$ cat src/rtl/alu_pkg.sv
// Shared opcode map, FSM state type and result/flag types for the pipelined ALU.
package alu_pkg;

  localparam logic [3:0] OP_ADD  = 4'b0000;
  localparam logic [3:0] OP_SUB  = 4'b0001;
  localparam logic [3:0] OP_MUL  = 4'b0010;
  localparam logic [3:0] OP_DIV  = 4'b0011;
  localparam logic [3:0] OP_AND  = 4'b0100;
  localparam logic [3:0] OP_OR   = 4'b0101;
  localparam logic [3:0] OP_NAND = 4'b0110;
  localparam logic [3:0] OP_NOR  = 4'b0111;
  localparam logic [3:0] OP_XOR  = 4'b1000;
  localparam logic [3:0] OP_XNOR = 4'b1001;
  localparam logic [3:0] OP_EQ   = 4'b1010;
  localparam logic [3:0] OP_GT   = 4'b1011;
  localparam logic [3:0] OP_LT   = 4'b1100;
  localparam logic [3:0] OP_SHR  = 4'b1101;
  localparam logic [3:0] OP_SHL  = 4'b1110;
  localparam logic [3:0] OP_NOP  = 4'b1111;

  localparam int CMP_EQ = 1;
  localparam int CMP_GT = 2;
  localparam int CMP_LT = 3;

  typedef enum logic [1:0] {IDLE, DIV, DONE} state_e;

  typedef struct packed {
    logic arith;
    logic logic_op;
    logic cmp;
    logic shift;
    logic carry;
    logic div0;
  } flags_t;

endpackage

$ cat src/rtl/alu_serial_div.sv
// Radix-2 restoring unsigned divider: one quotient bit per cycle, WIDTH cycles per divide.
module alu_serial_div #(
  parameter int WIDTH = 16
) (
  input  logic             clk,
  input  logic             rst,
  input  logic             start,
  input  logic [WIDTH-1:0] a,
  input  logic [WIDTH-1:0] b,
  output logic             busy,
  output logic             done,
  output logic [WIDTH-1:0] quotient
);
  localparam int CW = (WIDTH > 1) ? $clog2(WIDTH) : 1;

  logic             busy_q, busy_d;
  logic [CW-1:0]    cnt_q, cnt_d;
  logic [WIDTH-1:0] rem_q, rem_d, quo_q, quo_d, dvs_q, dvs_d;
  logic [WIDTH:0]   rem_sh, diff;

  // diff's top bit is the borrow: clear means the shifted remainder covers the divisor
  assign rem_sh = {rem_q, quo_q[WIDTH-1]};
  assign diff   = rem_sh - {1'b0, dvs_q};

  always_comb begin
    busy_d = busy_q;
    cnt_d  = cnt_q;
    rem_d  = rem_q;
    quo_d  = quo_q;
    dvs_d  = dvs_q;
    if (busy_q) begin
      rem_d = diff[WIDTH] ? rem_sh[WIDTH-1:0] : diff[WIDTH-1:0];
      quo_d = {quo_q[WIDTH-2:0], ~diff[WIDTH]};
      cnt_d = cnt_q + 1'b1;
      if (cnt_q == CW'(WIDTH-1)) busy_d = 1'b0;
    end else if (start) begin
      busy_d = 1'b1;
      cnt_d  = '0;
      rem_d  = '0;
      quo_d  = a;
      dvs_d  = b;
    end
  end

  always_ff @(posedge clk or posedge rst) begin
    if (rst) begin
      busy_q <= 1'b0;
      cnt_q  <= '0;
      rem_q  <= '0;
      quo_q  <= '0;
      dvs_q  <= '0;
    end else begin
      busy_q <= busy_d;
      cnt_q  <= cnt_d;
      rem_q  <= rem_d;
      quo_q  <= quo_d;
      dvs_q  <= dvs_d;
    end
  end

  assign busy     = busy_q;
  assign done     = busy_q && (cnt_q == CW'(WIDTH-1));
  assign quotient = quo_q;

endmodule

$ cat src/rtl/alu_pipe.sv
// Handshaked WIDTH-bit ALU: single-cycle ops register in one edge, divide runs serially.
module alu_pipe
  import alu_pkg::*;
#(
  parameter int WIDTH = 16
) (
  input  logic             clk,
  input  logic             rst,
  input  logic             in_valid,
  output logic             in_ready,
  input  logic [WIDTH-1:0] A,
  input  logic [WIDTH-1:0] B,
  input  logic [3:0]       ALU_FUN,
  output logic             out_valid,
  input  logic             out_ready,
  output logic [WIDTH-1:0] ALU_OUT,
  output logic             Arith_Flag,
  output logic             Logic_Flag,
  output logic             CMP_Flag,
  output logic             Shift_Flag,
  output logic             Carry_Flag,
  output logic             Div0_Flag
);
  localparam int DIV_CYC = WIDTH;

  state_e             state_q, state_d;
  logic               out_valid_q, out_valid_d;
  logic [WIDTH-1:0]   alu_out_q, alu_out_d;
  flags_t             flags_q, flags_d;

  logic               slot_free, accept, div_iter, div_busy, div_done;
  logic [WIDTH-1:0]   div_quo, res;
  flags_t             fl;
  logic [WIDTH:0]     sum;
  logic [2*WIDTH-1:0] prod;

  assign slot_free = !out_valid_q || out_ready;
  assign in_ready  = (state_q == IDLE) && slot_free && !rst;
  assign accept    = in_valid && in_ready;
  assign div_iter  = (ALU_FUN == OP_DIV) && (B != '0);

  alu_serial_div #(.WIDTH(DIV_CYC)) u_div (
    .clk      (clk),
    .rst      (rst),
    .start    (accept && div_iter),
    .a        (A),
    .b        (B),
    .busy     (div_busy),
    .done     (div_done),
    .quotient (div_quo)
  );

  assign sum  = {1'b0, A} + {1'b0, B};
  assign prod = {{WIDTH{1'b0}}, A} * {{WIDTH{1'b0}}, B};

  always_comb begin
    res = '0;
    fl  = '0;
    case (ALU_FUN)
      OP_ADD:  begin res = sum[WIDTH-1:0]; fl.arith = 1'b1; fl.carry = sum[WIDTH]; end
      OP_SUB:  begin res = A - B; fl.arith = 1'b1; fl.carry = (A < B); end
      OP_MUL:  begin res = prod[WIDTH-1:0]; fl.arith = 1'b1; fl.carry = |prod[2*WIDTH-1:WIDTH]; end
      // only reaches the output register when B==0; nonzero B goes to the divider
      OP_DIV:  begin res = '1; fl.arith = 1'b1; fl.div0 = 1'b1; end
      OP_AND:  begin res = A & B;    fl.logic_op = 1'b1; end
      OP_OR:   begin res = A | B;    fl.logic_op = 1'b1; end
      OP_NAND: begin res = ~(A & B); fl.logic_op = 1'b1; end
      OP_NOR:  begin res = ~(A | B); fl.logic_op = 1'b1; end
      OP_XOR:  begin res = A ^ B;    fl.logic_op = 1'b1; end
      OP_XNOR: begin res = ~(A ^ B); fl.logic_op = 1'b1; end
      OP_EQ:   begin res = (A == B) ? WIDTH'(CMP_EQ) : '0; fl.cmp = 1'b1; end
      OP_GT:   begin res = (A >  B) ? WIDTH'(CMP_GT) : '0; fl.cmp = 1'b1; end
      OP_LT:   begin res = (A <  B) ? WIDTH'(CMP_LT) : '0; fl.cmp = 1'b1; end
      OP_SHR:  begin res = A >> 1; fl.shift = 1'b1; end
      OP_SHL:  begin res = A << 1; fl.shift = 1'b1; end
      default: begin res = '0; fl = '0; end
    endcase
  end

  always_comb begin
    state_d     = state_q;
    out_valid_d = out_valid_q && !out_ready;
    alu_out_d   = alu_out_q;
    flags_d     = flags_q;
    case (state_q)
      IDLE: begin
        if (accept) begin
          if (div_iter) begin
            state_d = DIV;
          end else begin
            out_valid_d = 1'b1;
            alu_out_d   = res;
            flags_d     = fl;
          end
        end
      end
      DIV: begin
        if (div_done) state_d = DONE;
      end
      DONE: begin
        if (slot_free && !div_busy) begin
          out_valid_d    = 1'b1;
          alu_out_d      = div_quo;
          flags_d        = '0;
          flags_d.arith  = 1'b1;
          state_d        = IDLE;
        end
      end
      default: state_d = IDLE;
    endcase
  end

  always_ff @(posedge clk or posedge rst) begin
    if (rst) begin
      state_q     <= IDLE;
      out_valid_q <= 1'b0;
      alu_out_q   <= '0;
      flags_q     <= '0;
    end else begin
      state_q     <= state_d;
      out_valid_q <= out_valid_d;
      alu_out_q   <= alu_out_d;
      flags_q     <= flags_d;
    end
  end

  assign out_valid  = out_valid_q;
  assign ALU_OUT    = alu_out_q;
  assign Arith_Flag = flags_q.arith;
  assign Logic_Flag = flags_q.logic_op;
  assign CMP_Flag   = flags_q.cmp;
  assign Shift_Flag = flags_q.shift;
  assign Carry_Flag = flags_q.carry;
  assign Div0_Flag  = flags_q.div0;

endmodule
$ cat config.mk
export PLATFORM = sky130hd
export DESIGN_NAME = alu_pipe
export DESIGN_NICKNAME = d
export VERILOG_FILES = /design/src/rtl/alu_pkg.sv /design/src/rtl/alu_serial_div.sv /design/src/rtl/alu_pipe.sv
export SDC_FILE = /design/constraint.sdc
export NUM_CORES = 1
export LEC_CHECK = 0
export ABC_AREA = 1
export CELL_PAD_IN_SITES_DETAIL_PLACEMENT = 1
export CELL_PAD_IN_SITES_GLOBAL_PLACEMENT = 1
export CORE_UTILIZATION = 45
export DETAILED_ROUTE_END_ITERATION = 10
export GPL_ROUTABILITY_DRIVEN = 0
export PLACE_DENSITY = 0.88
export SLEW_MARGIN = 15
export SYNTH_ARGS = -nofsm -noshare
export SYNTH_HDL_FRONTEND = slang
export SYNTH_SLANG_ARGS = --single-unit
$ cat constraint.sdc
create_clock -name clk -period 6.5 [get_ports clk]
set_clock_uncertainty 0.05 [all_clocks]
set_input_delay 0.65 -clock clk [delete_from_list [all_inputs] [get_ports clk]]
set_output_delay 0.65 -clock clk [all_outputs]
set_load 0.005 [all_outputs]
After elaboration in Yosys (flattened, before gate mapping). Cells that the tools add are included.

Eq/ne operators: 23. Multiply operators: 1. Reductions and logical operators: 26. $add $sub $neg: 4. Magnitude comparators: 2. Bitwise gates (word level): 8. Multiplexer cells: 37.

Operators by type and width (number): $pmux W16 S15 (1); $mux W16 (8); $not A16 Y16 (3); $eq A4 B4 Y1 const B (8); $mul A16 B16 Y32 (1); $pmux W16 S2 (1); $mux W6 (3); $add A16 B16 Y17 (1); $sub A17 B16 Y17 (1); $and A16 B16 Y16 (1); $eq A16 B16 Y1 (1); $eq A4 B3 Y1 const B (4); $gt A16 B16 Y1 (1); $lt A16 B16 Y1 (1); $or A16 B16 Y16 (1); $reduce_bool A16 Y1 (1); $reduce_or A16 Y1 (1); $sub A16 B16 Y16 (1); $xor A16 B16 Y16 (1); $mux W1 (12); $mux W2 (6); $pmux W6 S2 (1); $ne A2 B2 Y1 const B (5); $eq A4 B2 Y1 const B (2); other kinds (21) (35).

Register bits after elaboration: 78. Logic and storage cells: 115. Output and inout bits: 24. Input bits: 40.

Longest topological paths before layout. Gate-level depths: netlist of the first run.

Word-level depth: 8. Depth in mapped cells: 35. Depth with buffers taken out: 33.

Cells and area by module. Synthesis of the first run repeated with hierarchy kept, for this count alone.

Cell total of the unflattened synthesis: 2541. Area, all modules: 17030.1 um^2.

Modules (own cells, without submodules): alu_pipe (cells each 2047, instances 1, seq. area each 625.6 um^2, area each 13628.1 um^2); alu_serial_div (cells each 494, instances 1, seq. area each 1326.3 um^2, area each 3402.0 um^2).

Worst setup path before layout of the first run. OpenSTA, ideal clock, no wires.

Path kind: in2reg. Start: input A[10]. End: register flags_q, in the netlist Carry_Flag. Arrival: 5.812 ns. Setup time: 0.116 ns. Cell stages on the path: 28. Path buffers: 2. Data required time: 6.334 ns. Setup slack: 0.522 ns. Path through: clkbuf_1 > clkbuf_1 > nand2_1 > fa_1 > fa_1 > fa_1 > fa_1 > inv_1 > fa_1 > inv_1 > fa_1 > inv_1 > ha_1 > nand2_1 > nor2_1 > nand3_1 > nand3b_1 > nand2_1 > nand3_1 > nand2_1 > nor2_1 > nand2_1 > nor2_1 > nand2_1 > nand2_1 > nand3_1 > nand2_1 > nand2_1.

Longest elaborated chain between the ends: 6. Elaborated cells on any way between the ends: 8. Those cells by class: add/sub: 1; mul: 1; order compare: 1; mux: 4; reduce/logical: 1.

RTL lines: start, declared (line alu_pipe.sv:11) `input logic [WIDTH-1:0] A,`; $mul A16 B16 Y32 (line alu_pipe.sv:54) `assign prod = {{WIDTH{1'b0}}, A} * {{WIDTH{1'b0}}, B};`; $reduce_or A16 Y1 (line alu_pipe.sv:62) `OP_MUL: begin res = prod[WIDTH-1:0]; fl.arith = 1'b1; fl.carry = |prod[2*WIDTH-1:WIDTH]; end`; $pmux W1 S3 * (line alu_pipe.sv:59) `case (ALU_FUN)`; $mux W6 * (line alu_pipe.sv:88) `if (div_iter) begin`; $mux W6 * (line alu_pipe.sv:87) `if (accept) begin`; $pmux W6 S2 * (line alu_pipe.sv:85) `case (state_q)`; end signal, assigned (line alu_pipe.sv:123) `flags_q <= flags_d;`; end, declared (line alu_pipe.sv:29) `flags_t flags_q, flags_d;`.

Every way passes the cells marked *; elsewhere a longest branch is shown, timed or not. The select of a mux whose other input is x is not followed. A chain may end at the register's enable or synchronous reset.

Final worst setup path of the first run.
Start: input A[11]. End: register flags_q, in the netlist Carry_Flag.

The elaborated chain is that of the path after synthesis.

==> flow_summary.json, run 1 <==
{
  "status": "finished, violations left",
  "violations": "setup timing",
  "grt_pass1_wl_um": 104300,
  "n_fill_cell": 4704,
  "rr_worst_depth": 12,
  "vias": 18480,
  "finalCritPeriodShare": 1.095,
  "die_h_um": 195.0,
  "synth_cells": 2429,
  "worst_r2r_endpoint": "Carry_Flag",
  "clk_pin_slew_ps": 70,
  "worstPathArrival_ps": 7320,
  "worst_slack_ps": -620.2,
  "diodes": 0,
  "relSlewSlack": 0.2186,
  "clock-sinks": 78,
  "ys_seq_area_frac": 0.1165,
  "grt.total_usage": 0.3513,
  "cts_inserted_buffers": 9,
  "cts_root_buf": "clkbuf_16",
  "wl_per_cell_um": 25.26,
  "hold_depth": 2,
  "grt_pass1_vias": 19340,
  "dr.pass1.iters": 5,
  "coreArea_sq_um": 36610,
  "holdCritStartpoint": "Shift_Flag",
  "hold_class": "reg2reg",
  "cts_max_level": 3,
  "maxCapViolCount": 0,
  "cts_max_path_buffers": 2,
  "crit_path_end_kind": "flop",
  "wl_um": 76470,
  "hold_viol": 0,
  "area_delta_synth_final_pct": 17.96,
  "die_w_um": 195.0,
  "grt_overflow": 0,
  "fp-row-count": 70,
  "synth_warnings": 0,
  "critPathMaxStageDelay_ps": 620,
  "drc_errors": 0,
  "final_common_cell": "nand2_1",
  "mostFrequentLayoutCells": "nand2_1, inv_1, fa_1",
  "synth.distinct_cells": 56,
  "syn-num-nets": 2835,
  "portBuffers": 63,
  "initial_core_util": 0.4577,
  "syn_area_sq_um": 16760,
  "drive_gt1_frac": 0.1379,
  "ys_ff_latch": 78,
  "drtIter0Drc": 1761,
  "fmax_mhz": 140.4,
  "period_needed_ps": 7120,
  "die_area_sq_um": 38010,
  "worstReg2RegStart": "state_q[1]",
  "grt_max_degree": 79,
  "pre_cts_ws_ps": -636.6,
  "critPathRequiredTime_ps": 6700,
  "crit_top_cell": "nand2_1",
  "slowest_stage": "fa_1",
  "final_util": 0.5400,
  "via_per_inst": 6.104,
  "finalSetupViolCount": 3,
  "hpwl_um": 53900,
  "grt_antenna_before_repair": 0,
  "tightest_slew_ps": 1168,
  "start_kind": "primary input",
  "final_net_count": 2960,
  "detail-route-antenna-nets": 0,
  "hold_buffers": 0,
  "holdPathEnd": "Shift_Flag",
  "whs_ps": 440.0,
  "worstSetupPathType": "in2reg",
  "insertion_delay_ps": 350,
  "reg2reg_slack_ps": 3250,
  "syn_area_per_cell_sq_um": 6.899,
  "worstPathMaxFanout": 11,
  "io_pins": 64,
  "cts_tree": "done",
  "slew_violations": 0
}
## through the flow
stage          TNS [ps]  instances  area (sq um)
3_3_place_gp     -638.3       2987         18700
6_report          -1593       3027         19770
4_1_cts          -39.45       3004         19070
5_1_grt           -1770       3027         19770
2_1_floorplan         0       2429         16760
3_5_place_dp      -2483       2987         18700
## metal layers
metal	up-vias	part of all wire	global-route usage
met5	-	0	0
met4	0	0.092	0.2353
met3	524	0.091	0.05423
met2	1257	0.47	0.6056
met1	9052	0.35	0.4035
li1	7644	-	-
## critical path: cells and delay by family
kind / cells / cell delay [ps]
adders and majority gates: 7 / 3240
and+or+nand+nor: 14 / 1640
buffers and inverters: 9 / 1320
AOI/OAI and AO/OA: 1 / 300
xor gates and xnor gates: 1 / 140
## flip-flops by register name (all words and copies together) (netlist names)
signal	flops
u_div.busy	1
u_div.cnt_q	4
CMP_Flag	1
state_q	2
ALU_OUT	16
Arith_Flag	1
Shift_Flag	1
u_div.quotient	16
Carry_Flag	1
u_div.dvs_q	16
Div0_Flag	1
Logic_Flag	1
out_valid	1
u_div.rem_q	16
## how the worst max path moves through the flow
| stage | depth (start not counted) | start | endpoint |
|---|---|---|---|
| detailed placement | 30 | A[7] | Carry_Flag |
| CTS | 33 | A[6] | Carry_Flag |
| global placement | 32 | A[5] | Carry_Flag |
| global route | 32 | A[11] | Carry_Flag |
| floorplan | 28 | A[10] | Carry_Flag |
| finish | 32 | A[11] | Carry_Flag |
## area by class of cell
class                   instances  area (sq um)  share of cell area
multi-input cells            1668         12580              0.6366
well taps                     468         585.6             0.02962
clock inverters                 7         96.34            0.004874
clock buffers                   9         225.2             0.01139
inverters                     577          2167              0.1096
flip-flops and latches         78          1952             0.09874
repair buffers                220          2158              0.1092
## timing repair
item,in CTS,in global routing
buffers inserted,1,22
pin swaps,5,71
resized for setup,13,166
gates cloned,0,1
endpoints found under the setup margin,4,7
## kinds of logic after synthesis
kind of cell	count (synthesis)	share of synthesized area
simple gates	950	0.2300
buf+inv	683	0.1580
fa+ha+maj	366	0.3615
compound gates	328	0.1214
flops	78	0.1165
xor+xnor	24	0.01254
## synth_stat cells, drive strengths merged
cell | number | area share
o211ai | 30 | 0.013
nor3 | 16 | 0.0048
fa | 197 | 0.24
o221ai | 8 | 0.0042
o2111ai | 13 | 0.0068
o22ai | 9 | 0.0034
nor4 | 10 | 0.0046
a31oi | 7 | 0.0026
a21o | 3 | 0.0013
o31ai | 5 | 0.0025
a31o | 2 | 0.0010
a211oi | 3 | 0.0013
nand4 | 17 | 0.0063
a21oi | 113 | 0.037
a22o | 1 | 0.00052
a22oi | 1 | 0.00045
nand3 | 76 | 0.024
o41ai | 1 | 0.00052
buf | 44 | 0.015
o2bb2ai | 2 | 0.0010
nand3b | 3 | 0.0013
xnor2 | 13 | 0.0068
xor2 | 11 | 0.0057
dfrtp | 78 | 0.12
nor2 | 129 | 0.030
a21boi | 5 | 0.0022
inv | 577 | 0.13
nand2 | 690 | 0.16
a221oi | 9 | 0.0047
o21bai | 8 | 0.0036
or2 | 6 | 0.0022
o21ai | 103 | 0.032
and3 | 2 | 0.00075
clkbuf | 62 | 0.014
and2 | 1 | 0.00037
ha | 169 | 0.13
o21a | 2 | 0.00090
a2111oi | 3 | 0.0016
Power of run 1 is left out: the tool's default activity adds up to more than one toggle a clock period on the data nets, which glitch-free logic cannot reach.
==> run 2, diff against run 1 <==
--- a/config.mk
+++ b/config.mk
@@ -8,10 +8,10 @@
 export ABC_AREA = 1
 export CELL_PAD_IN_SITES_DETAIL_PLACEMENT = 1
 export CELL_PAD_IN_SITES_GLOBAL_PLACEMENT = 1
-export CORE_UTILIZATION = 45
+export CORE_UTILIZATION = 51
 export DETAILED_ROUTE_END_ITERATION = 10
 export GPL_ROUTABILITY_DRIVEN = 0
-export PLACE_DENSITY = 0.88
+export PLACE_DENSITY = 0.95
 export SLEW_MARGIN = 15
 export SYNTH_ARGS = -nofsm -noshare
 export SYNTH_HDL_FRONTEND = slang
==> constraint.sdc (replaced) <==
create_clock -name clk -period 6.5 [get_ports clk]
set_clock_uncertainty 0.05 [all_clocks]
set_input_delay 1.3 -clock clk [delete_from_list [all_inputs] [get_ports clk]]
set_output_delay 1.3 -clock clk [all_outputs]
set_load 0.005 [all_outputs]
==> run 2 against run 1 <==
  * The run now fails in global routing (5_1_grt)
  * Synthesized area unchanged
  * Synthesized cell count unchanged
==> flow_summary.json, run 2 <==
{
  "yosys.cell_count.top_type": "nand2_1",
  "pre_cts_ws_ps": -1394,
  "cts_max_level": 3,
  "syn_area_sq_um": 16760,
  "hpwl_um": 62650,
  "grt.total_usage": 0.8047,
  "status": "aborted with a tool error",
  "io_pins": 64,
  "synth_common_cells": "nand2_1, inv_1, fa_1, ha_1, nor2_1",
  "synth.distinct_cells": 56,
  "ys_top_cells_by_area": "fa_1, nand2_1, ha_1, inv_1, dfrtp_1",
  "initial_core_util": 0.5163,
  "synth_cells": 2429,
  "syn_area_per_cell_sq_um": 6.899,
  "async_flop_share": 1.000,
  "portBuffers": 63,
  "grt_pass1_vias": 27170,
  "syn-num-nets": 2835,
  "cts_root_buf": "clkbuf_16",
  "grt_max_degree": 79,
  "synth_warnings": 0,
  "lastStage": "global routing (5_1_grt)",
  "grt_overflow": 360,
  "grt_pass1_wl_um": 200600,
  "fp-row-count": 66,
  "die_w_um": 183.3,
  "ys_seq_area_frac": 0.1165,
  "cts_inserted_buffers": 9,
  "clock-sinks": 78,
  "synth_edf_count": 0,
  "stop_error": "[ERROR GRT-0116] Global routing finished with congestion. Check the congestion regions in the DRC Viewer.",
  "synth_top_area_frac": 0.2353,
  "ys_ff_latch": 78,
  "yosysTopAreaCell": "fa_1",
  "hold_buffers": 0,
  "synthFlopType": "dfrtp_1",
  "die_h_um": 183.3,
  "cts_max_path_buffers": 2
}
[run 2: timing repair]
| item | in CTS |
|---|---|
| setup buffers | 45 |
| gates cloned | 7 |
| gates resized for setup | 338 |
| setup endpoints to repair | 10 |
| pin swaps | 119 |
[run 2: metal layers]
layer / GRT overflow / GRT usage
met1: 8 / 0.7960
met2: 215 / 0.9656
met3: 4 / 0.6501
met4: 132 / 0.8313
met5: 1 / 0.3719
[run 2: cell families after synthesis]
kind of cell	count (synthesis)	synth area share
flops	78	0.1165
simple gates	950	0.2300
compound gates	328	0.1214
buf+inv	683	0.1580
fa+ha+maj	366	0.3615
xor+xnor	24	0.01254
[run 2: per-stage QoR]
stage / hold slack [ps] / TNS (ps) / std cells / cell area [sq um]
after CTS: 475.0 / -1356 / 3046 / 20440
after detailed placement: 445.4 / -10220 / 2978 / 18750
after global placement: 416.1 / -5834 / 2978 / 18750
after floorplan: 407.0 / 0 / 2429 / 16780
==> run 3, diff against run 2 <==
--- a/config.mk
+++ b/config.mk
@@ -6,12 +6,10 @@
 export NUM_CORES = 1
 export LEC_CHECK = 0
 export ABC_AREA = 1
-export CELL_PAD_IN_SITES_DETAIL_PLACEMENT = 1
-export CELL_PAD_IN_SITES_GLOBAL_PLACEMENT = 1
-export CORE_UTILIZATION = 51
+export CORE_UTILIZATION = 40
 export DETAILED_ROUTE_END_ITERATION = 10
 export GPL_ROUTABILITY_DRIVEN = 0
-export PLACE_DENSITY = 0.95
+export PLACE_DENSITY_LB_ADDON = 0.15
 export SLEW_MARGIN = 15
 export SYNTH_ARGS = -nofsm -noshare
 export SYNTH_HDL_FRONTEND = slang
==> run 3 against run 2 <==
  * The flow now finishes, with violations (DRC, setup timing)
==> flow_summary.json, run 3 (same netlist as run 1, synthesis figures left out) <==
{
  "status": "finished, violations left",
  "violations": "DRC, setup timing",
  "io_pins": 64,
  "grt.total_usage": 0.2751,
  "wl_um": 57690,
  "hold_viol": 0,
  "reg2reg_slack_ps": 3340,
  "grt_pass1_vias": 16690,
  "die_w_um": 206.7,
  "relSlewSlack": 0.2121,
  "maxCapViolCount": 0,
  "insertion_delay_ps": 350,
  "worstSetupPathType": "in2reg",
  "detail-route-antenna-nets": 0,
  "drtIter0Drc": 1329,
  "grt_pass1_wl_um": 90740,
  "max-vdd-ir-drop_mv": 0.9244,
  "start_kind": "primary input",
  "period_needed_ps": 6508,
  "worstPathArrival_ps": 6700,
  "cts_inserted_buffers": 9,
  "dr.pass1.iters": 10,
  "power_frac_seq": 0.062,
  "final_util": 0.5061,
  "die_h_um": 206.7,
  "top_layer_used": "met4",
  "mostFrequentLayoutCells": "nand2_1, inv_1, fa_1",
  "crit_top_cell": "nand2_1",
  "drive_gt1_frac": 0.1891,
  "cts_root_buf": "clkbuf_16",
  "worst_r2r_endpoint": "Carry_Flag",
  "hold_class": "reg2reg",
  "dr_wl_met3_um": 4225,
  "cts_max_level": 3,
  "coreArea_sq_um": 41110,
  "wl_met1_um": 24120,
  "cts_tree": "done",
  "worstReg2RegStart": "state_q[1]",
  "final_net_count": 3029,
  "crit_path_end_kind": "flop",
  "p_sw_frac": 0.5411,
  "tightest_slew_ps": 1178,
  "portBuffers": 63,
  "critPathCapture": "Carry_Flag",
  "hpwl_um": 45850,
  "fp-row-count": 74,
  "via_per_inst": 5.232,
  "rsz0062_at_grt": "yes",
  "whs_ps": 440.7,
  "slowest_stage": "fa_1",
  "n_fill_cell": 4082,
  "critPathMaxStageDelay_ps": 600,
  "dr_wl_met2_um": 27210,
  "area_delta_synth_final_pct": 24.16,
  "final_common_cell": "nand2_1",
  "diodes": 0,
  "finalCritPeriodShare": 1.001,
  "grt_max_degree": 79,
  "wl_per_cell_um": 18.26,
  "intPower_w": 0.005841,
  "die_area_sq_um": 42720,
  "initial_core_util": 0.4076,
  "cts_max_path_buffers": 2,
  "grt_antenna_before_repair": 0,
  "rr_worst_depth": 12,
  "drc_errors": 9,
  "startpoint": "A[4]",
  "leakagePower_nw": 11.30,
  "total_power_w": 0.01273,
  "finalSetupViolCount": 1,
  "vias": 16530,
  "grt_overflow": 0,
  "critPathRequiredTime_ps": 6690,
  "hold_buffers": 0,
  "worst_slack_ps": -7.645,
  "p_clk_frac": 0.040,
  "slew_violations": 0,
  "power_switching_w": 0.006888,
  "worstPathMaxFanout": 7,
  "clock-sinks": 78,
  "power_frac_comb": 0.899,
  "fmax_mhz": 153.7,
  "p_per_area_nw_per_um2": 611.8,
  "clk_pin_slew_ps": 70
}
==> run 3: critical path: cells and delay by family <==
family,cells,cell delay (ps)
compound gates,1,170
fa+ha+maj,7,3380
buf+inv,4,540
simple gates,16,1280
==> run 3: final cells by class <==
type	instances	area, sq um	share of cell area
Timing Repair Buffer	289	2819	0.1355
Multi-Input combinational cell	1668	12910	0.6204
Clock buffer	10	229.0	0.01100
Clock inverter	6	62.56	0.003007
Inverter	577	2170	0.1043
Sequential cell	78	1952	0.09381
Tap cell	532	665.6	0.03199
==> run 3: power groups by stage <==
stage / combinational, W / clock (W) / sequential, W
after global routing: 0.0127 / 0.000534 / 0.000807
after floorplan: 0.00583 / 0 / 0.000760
final: 0.0114 / 0.000506 / 0.000783
after global placement: 0.00874 / 0 / 0.000787
after detailed placement: 0.00882 / 0 / 0.000789
after CTS: 0.0110 / 0.000520 / 0.000783
==> run 3: layer usage <==
metal | vias up | global-route usage
met1 | 7962 | 0.3592
met3 | 111 | 0.03611
li1 | 7791 | -
met2 | 668 | 0.4581
met5 | - | 0
met4 | 0 | 0.1127
==> run 3: repair_timing <==
item | in CTS | in global routing
resized for setup | 216 | 146
pin swaps | 84 | 56
setup buffers | 45 | 11
setup endpoints to repair | 8 | 9
cloned | 5 | 3
hold endpoints to repair | 0 | 0
==> run 3: how the worst min path moves through the flow <==
stage,endpoint,slack (ps),from,depth (start not counted)
6_report,Shift_Flag,440,Shift_Flag,2
5_1_grt,Div0_Flag,480,Div0_Flag,2
4_1_cts,Shift_Flag,440,Shift_Flag,2
3_5_place_dp,Shift_Flag,430,Shift_Flag,2
3_3_place_gp,Shift_Flag,430,Shift_Flag,2
2_1_floorplan,u_div.dvs_q[0],410,u_div.dvs_q[0],2
==> run 3: per-stage QoR <==
step,instance area [sq um],setup slack (ps),setup TNS [ps],instances
2_1_floorplan,16780,6.828,0,2429
3_3_place_gp,19000,-881.3,-5637,3082
3_5_place_dp,19000,-901.3,-5922,3082
4_1_cts,20440,-43.00,-70.06,3148
5_1_grt,20810,-286.3,-616.5,3160
6_report,20810,-7.645,-7.645,3160
(Power assumes the default switching activity.)
